### src/rtl/rm_lane_ordchk.sv
// Runtime-monitor lane: checks programmable "instr0 E0 at or before instr1 E1" ordering rules
// over a two-instruction window, with sticky per-rule status and first-failure capture.
module rm_lane_ordchk #(
    parameter int NUM_EVENTS = 32,
    parameter int NUM_ITYPES = 4,
    parameter int NUM_RULES  = 8,
    parameter int EVT_W      = 6,
    parameter int CYC_W      = 16,
    localparam int ITYPE_W   = (NUM_ITYPES > 1) ? $clog2(NUM_ITYPES) : 1,
    localparam int IDX_W     = (NUM_RULES > 1) ? $clog2(NUM_RULES) : 1
) (
    input  logic                                       clk_i,
    input  logic                                       rst_i,
    input  logic [NUM_EVENTS-1:0]                      lane_vector_i0,
    input  logic [NUM_EVENTS-1:0]                      lane_vector_i1,
    input  logic                                       valid0_from_alloc_i,
    input  logic [ITYPE_W-1:0]                         itype0_from_alloc_i,
    input  logic                                       valid0_i,
    input  logic                                       valid1_i,
    input  logic [ITYPE_W-1:0]                         itype1_i,
    input  logic                                       lane_reset_i,
    input  logic                                       hault,
    input  logic [NUM_RULES-1:0]                       cfg_rule_en_i,
    input  logic [NUM_RULES*EVT_W-1:0]                 cfg_e0_sel_i,
    input  logic [NUM_RULES*EVT_W-1:0]                 cfg_e1_sel_i,
    input  logic [NUM_RULES*NUM_ITYPES*NUM_ITYPES-1:0] cfg_pair_mask_i,
    output logic [NUM_RULES-1:0]                       rule_pass_o,
    output logic [NUM_RULES-1:0]                       rule_fail_o,
    output logic                                       any_fail_o,
    output logic                                       first_fail_valid_o,
    output logic [IDX_W-1:0]                           first_fail_idx_o,
    output logic [CYC_W-1:0]                           first_fail_cycle_o
);

    localparam int NUM_PAIRS = NUM_ITYPES * NUM_ITYPES;
    localparam int PAIR_W    = 2 * ITYPE_W;

    typedef enum logic [2:0] {
        ST_IDLE,
        ST_SEEN0,
        ST_PASS,
        ST_FAIL,
        ST_SKIP
    } rule_state_e;

    rule_state_e            state_q [NUM_RULES];
    rule_state_e            state_d [NUM_RULES];
    logic [ITYPE_W-1:0]     itype0_q, itype0_d;
    logic [CYC_W-1:0]       age_q, age_d;
    logic                   ff_valid_q, ff_valid_d;
    logic [IDX_W-1:0]       ff_idx_q, ff_idx_d;
    logic [CYC_W-1:0]       ff_cycle_q, ff_cycle_d;
    logic [PAIR_W-1:0]      pair_idx;
    logic [NUM_RULES-1:0]   h0, h1, match, fail_now;
    logic [NUM_EVENTS-1:0]  vec0_sh, vec1_sh;
    logic [NUM_PAIRS-1:0]   mask_sh;

    assign pair_idx = PAIR_W'(itype0_q) * PAIR_W'(NUM_ITYPES) + PAIR_W'(itype1_i);

    // itype0 keeps following the allocator even while the lane is halted.
    always_comb begin
        itype0_d = itype0_q;
        if (lane_reset_i) begin
            itype0_d = '0;
        end else if (valid0_from_alloc_i) begin
            itype0_d = itype0_from_alloc_i;
        end
    end

    always_comb begin
        h0      = '0;
        h1      = '0;
        match   = '0;
        vec0_sh = '0;
        vec1_sh = '0;
        mask_sh = '0;
        // Shifting out-of-range selects leaves zero, so they never hit.
        for (int r = 0; r < NUM_RULES; r++) begin
            vec0_sh  = lane_vector_i0 >> cfg_e0_sel_i[r*EVT_W +: EVT_W];
            vec1_sh  = lane_vector_i1 >> cfg_e1_sel_i[r*EVT_W +: EVT_W];
            mask_sh  = cfg_pair_mask_i[r*NUM_PAIRS +: NUM_PAIRS] >> pair_idx;
            h0[r]    = valid0_i & vec0_sh[0];
            h1[r]    = valid1_i & vec1_sh[0];
            match[r] = mask_sh[0];
        end
    end

    always_comb begin
        fail_now = '0;
        for (int r = 0; r < NUM_RULES; r++) begin
            state_d[r] = state_q[r];
            if (lane_reset_i) begin
                state_d[r] = ST_IDLE;
            end else if (!hault && cfg_rule_en_i[r]) begin
                case (state_q[r])
                    ST_IDLE: begin
                        if (h1[r]) begin
                            if (match[r]) state_d[r] = h0[r] ? ST_PASS : ST_FAIL;
                            else          state_d[r] = ST_SKIP;
                        end else if (h0[r]) begin
                            state_d[r] = ST_SEEN0;
                        end
                    end
                    ST_SEEN0: begin
                        if (h1[r]) state_d[r] = match[r] ? ST_PASS : ST_SKIP;
                    end
                    default: state_d[r] = state_q[r];
                endcase
            end
            fail_now[r] = (state_d[r] == ST_FAIL) && (state_q[r] != ST_FAIL);
        end
    end

    always_comb begin
        age_d = age_q;
        if (lane_reset_i) begin
            age_d = '0;
        end else if (!hault && (age_q != {CYC_W{1'b1}})) begin
            age_d = age_q + CYC_W'(1);
        end
    end

    // Downward scan so the lowest failing index wins a same-cycle tie.
    always_comb begin
        ff_valid_d = ff_valid_q;
        ff_idx_d   = ff_idx_q;
        ff_cycle_d = ff_cycle_q;
        if (lane_reset_i) begin
            ff_valid_d = 1'b0;
            ff_idx_d   = '0;
            ff_cycle_d = '0;
        end else if (!ff_valid_q && (|fail_now)) begin
            ff_valid_d = 1'b1;
            ff_cycle_d = age_q;
            for (int r = NUM_RULES - 1; r >= 0; r--) begin
                if (fail_now[r]) ff_idx_d = IDX_W'(r);
            end
        end
    end

    always_ff @(posedge clk_i) begin
        if (rst_i) begin
            for (int r = 0; r < NUM_RULES; r++) state_q[r] <= ST_IDLE;
            itype0_q   <= '0;
            age_q      <= '0;
            ff_valid_q <= 1'b0;
            ff_idx_q   <= '0;
            ff_cycle_q <= '0;
        end else begin
            for (int r = 0; r < NUM_RULES; r++) state_q[r] <= state_d[r];
            itype0_q   <= itype0_d;
            age_q      <= age_d;
            ff_valid_q <= ff_valid_d;
            ff_idx_q   <= ff_idx_d;
            ff_cycle_q <= ff_cycle_d;
        end
    end

    always_comb begin
        rule_pass_o = '0;
        rule_fail_o = '0;
        for (int r = 0; r < NUM_RULES; r++) begin
            rule_pass_o[r] = (state_q[r] == ST_PASS);
            rule_fail_o[r] = (state_q[r] == ST_FAIL);
        end
    end

    assign any_fail_o         = |rule_fail_o;
    assign first_fail_valid_o = ff_valid_q;
    assign first_fail_idx_o   = ff_idx_q;
    assign first_fail_cycle_o = ff_cycle_q;

endmodule

### config.mk
export PLATFORM = sky130hd
export DESIGN_NAME = rm_lane_ordchk
export DESIGN_NICKNAME = d
export VERILOG_FILES = /design/src/rtl/rm_lane_ordchk.sv
export SDC_FILE = /design/constraint.sdc
export NUM_CORES = 1
export LEC_CHECK = 0
export BUFFER_PORTS_ARGS = -buffer_cell sky130_fd_sc_hd__buf_2
export CAP_MARGIN = 5
export CORE_UTILIZATION = 37
export CTS_CLUSTER_DIAMETER = 200
export DETAILED_ROUTE_END_ITERATION = 10
export PLACE_DENSITY = 0.61
export RECOVER_POWER = 25
export SLEW_MARGIN = 20
export SYNTH_ARGS = -nofsm -noshare
export SYNTH_HDL_FRONTEND = slang
export SYNTH_SLANG_ARGS = --single-unit
### constraint.sdc
create_clock -name clk_i -period 4.25 [get_ports clk_i]
set_input_delay 0.425 -clock clk_i [delete_from_list [all_inputs] [get_ports clk_i]]
set_output_delay 0.425 -clock clk_i [all_outputs]
set_load 0.01 [all_outputs]
==> results.json <==
{
  "max_freq_mhz": 303.9,
  "dpl.cell_count": 1389,
  "worst_slew_pin_slew_ps": 2462,
  "initial_core_util": 0.3799,
  "pwr-share-comb": 0.392,
  "p_leak_nw": 4.309,
  "clk_root_buffer_cell": "clkbuf_16",
  "clkTransAtPathRegs_ps": 50,
  "pwr-share-clk": 0.339,
  "setup_viol": 0,
  "grt-ovfl-total": 0,
  "dieArea_sq_um": 24000,
  "cellInternalPower_mw": 1.500,
  "yosysSeqAreaShare": 0.1434,
  "route.detailed.drc": 0,
  "cts_tree": "built",
  "crit_family": "simple AND/OR/NAND/NOR gates",
  "min_period_over_period": 0.7742,
  "hp-class": "in -> reg",
  "synth_cells": 790,
  "numPortBuffers": 343,
  "instances_no_fill": 1416,
  "fp.dieH_um": 154.9,
  "syn2layout_area_growth_pct": 24.09,
  "num_io_pins": 344,
  "status": "finished, violations left",
  "critPathRequiredTime_ps": 4500,
  "cts_buffer_depth": 2,
  "synth_area_per_cell_sq_um": 10.95,
  "core_sq_um": 22780,
  "layout_min_cycle_time_ps": 3290,
  "cts_max_level": 3,
  "maxSlewHeadroom": -0.6416,
  "pwr-share-seq": 0.270,
  "cts_resized": 0,
  "synth-edff-count": 0,
  "powerDensity_nw_per_um2": 204.1,
  "crit_buf_inv": 0,
  "grt_max_degree": 40,
  "design_power_total_mw": 2.192,
  "drt-pass1-iter-count": 7,
  "hold_viol_final": 0,
  "num_rows": 55,
  "switchingPower_mw": 0.6912,
  "cts.sinks": 62,
  "drt-vias-per-instance": 6.111,
  "place.gp.congestion": 0.9298,
  "cts_inserted_buffers": 9,
  "synth.distinct_cells": 83,
  "grt_pass1_wl_um": 48310,
  "wl_um": 32530,
  "crit_path_max_incr_delay_ps": 620,
  "nets": 1395,
  "violations": "capacitance limit, slew limit",
  "vias": 8653,
  "grt_pass1_vias": 8245,
  "ir_worst_vdd_mv": 0.1244,
  "start_kind": "flop",
  "cp_cell_sequence": "nor2b_1 > a22o_1 > nor2_1 > or4bb_1 > mux2i_1 > o221a_1 > nor2_1 > and3_4 > nor2_8 > mux2i_1",
  "synth_nets": 1098,
  "ys.flop_type": "dfxtp_1",
  "rsz0062_at_grt": "no",
  "insertion_delay_ps": 330,
  "drv_cap": 1,
  "synth_seq_cells": 62,
  "detail-route-antenna-nets": 0,
  "antenna_found_initial": 11,
  "drive_above_1_share": 0.4771,
  "path_class": "reg -> reg",
  "postCtsHoldBufs": 0,
  "drtIter0Drc": 892,
  "finalMaxSlewViolations": 40,
  "cts_setup_buffers": 0,
  "post-dp-hpwl_um": 25160,
  "synthArstFlopShare": 0,
  "clock_skew_ps": 5.983,
  "mostFrequentLayoutCells": "buf_2 (320), mux4_2 (139), mux2i_1 (89), nor2_1 (69), nand2_1 (63)",
  "syn_area_sq_um": 8653,
  "cp_slowest_cell": "dfxtp_1",
  "worstPathMaxFanout": 19,
  "die_x_um": 154.9,
  "worstPathArrival_ps": 3540,
  "final.setup.tns_ps": 0,
  "p_sw_frac": 0.3154,
  "final_common_cell": "buf_2",
  "routedWlPerCell_um": 22.97,
  "yosys_warnings": 0,
  "endpoint_kind": "flop",
  "grt.total_usage": 0.2643
}
[cell families after synthesis]
logic type	synth area share
xor+xnor	0.01113
fa+ha+maj	0.001446
buf+inv	0.05104
simple gates	0.1726
flops	0.1434
mux	0.5267
compound gates	0.09355
[worst register-to-register path, cell delays in order (launching register included)]
cell and delay (ps):
dfxtp_1 620, nor2b_1 440, a22o_1 210, nor2_1 70, or4bb_1 500, mux2i_1 200, o221a_1 290, nor2_1 70
and3_4 190, nor2_8 350, mux2i_1 260
[state kept, by name (all words and copies together) (netlist names)]
signal	count
state_q	24
age_q	16
first_fail_cycle_o	16
first_fail_idx_o	3
itype0_q	2
first_fail_valid_o	1
[cell usage after synthesis (4+ instances only)]
cell | n | area [sq um]
dlygate4sd3_1 | 4 | 40.04
a22o_1 | 8 | 70.07
nand3b_1 | 8 | 60.06
a21oi_1 | 18 | 90.09
a311oi_1 | 8 | 70.07
nand2b_1 | 7 | 43.79
and2_1 | 5 | 31.28
mux2_2 | 14 | 157.7
nand4_1 | 7 | 43.79
clkbuf_1 | 24 | 90.09
o21a_1 | 5 | 37.54
a31oi_1 | 5 | 31.28
nor2b_1 | 18 | 112.6
buf_2 | 20 | 100.1
and3_1 | 9 | 56.30
buf_6 | 5 | 56.30
mux4_1 | 14 | 367.9
mux4_2 | 139 | 3131
o22ai_1 | 4 | 25.02
or2_2 | 5 | 31.28
xor2_1 | 9 | 78.83
mux2i_1 | 89 | 890.9
nor2_1 | 70 | 262.8
nand2_1 | 63 | 236.5
nor3_1 | 14 | 70.07
nand3_1 | 11 | 55.05
buf_4 | 6 | 45.04
nor3b_1 | 14 | 105.1
inv_1 | 17 | 63.81
a22oi_1 | 7 | 52.55
dfxtp_1 | 62 | 1241
a2111oi_0 | 5 | 43.79
or3_1 | 11 | 68.82
o21ai_0 | 11 | 55.05
and3b_1 | 6 | 52.55
nor4_1 | 5 | 31.28
[cell type report]
type / instances / area, sq um
Multi-Input combinational cell: 647 / 6973
Tap cell: 313 / 391.6
Clock buffer: 10 / 239.0
Inverter: 17 / 63.81
Fill cell: 2172 / 12040
Timing Repair Buffer: 350 / 1740
Sequential cell: 62 / 1241
Antenna cell: 11 / 27.53
Clock inverter: 6 / 61.31
[through the flow]
step | cell area (sq um) | hold slack, ps | setup slack [ps] | utilization
finish | 10740 | 336.4 | 959.7 | 0.4714
global route | 10730 | 350.3 | 716.3 | 0.4711
CTS | 10740 | 333.1 | 979.8 | 0.4715
detailed placement | 10440 | 443.6 | 710.2 | 0.4583
global placement | 10440 | 439.2 | 782.5 | 0.4583
floorplan | 8653 | 451.9 | 1081 | -
[final timing paths]
kind	from	endpoint	slack, ps	depth (start not counted)
min reg2reg	first_fail_cycle_o[6]	first_fail_cycle_o[6]	450	2
max	itype0_q[0]	first_fail_cycle_o[5]	960	10
max reg2reg	itype0_q[0]	first_fail_cycle_o[5]	960	10
min	itype0_from_alloc_i[1]	itype0_q[1]	340	3
[layer usage]
layer,global-route usage,vias up,wire (um)
met4,0.1014,0,1158
li1,-,3831,-
met2,0.4166,550,15120
met3,0.05320,88,3447
met1,0.3576,4184,12800
met5,0,-,0
[power by group through the flow]
stage | Clock [mW] | Combinational (mW) | Sequential [mW]
final | 0.742 | 0.858 | 0.591
after global routing | 0.778 | 0.912 | 0.592
after CTS | 0.751 | 0.850 | 0.591
after detailed placement | 0 | 0.847 | 0.604
after global placement | 0 | 0.840 | 0.604
after floorplan | 0 | 0.538 | 0.601
No activity file was read; power rests on OpenSTA's default activity.
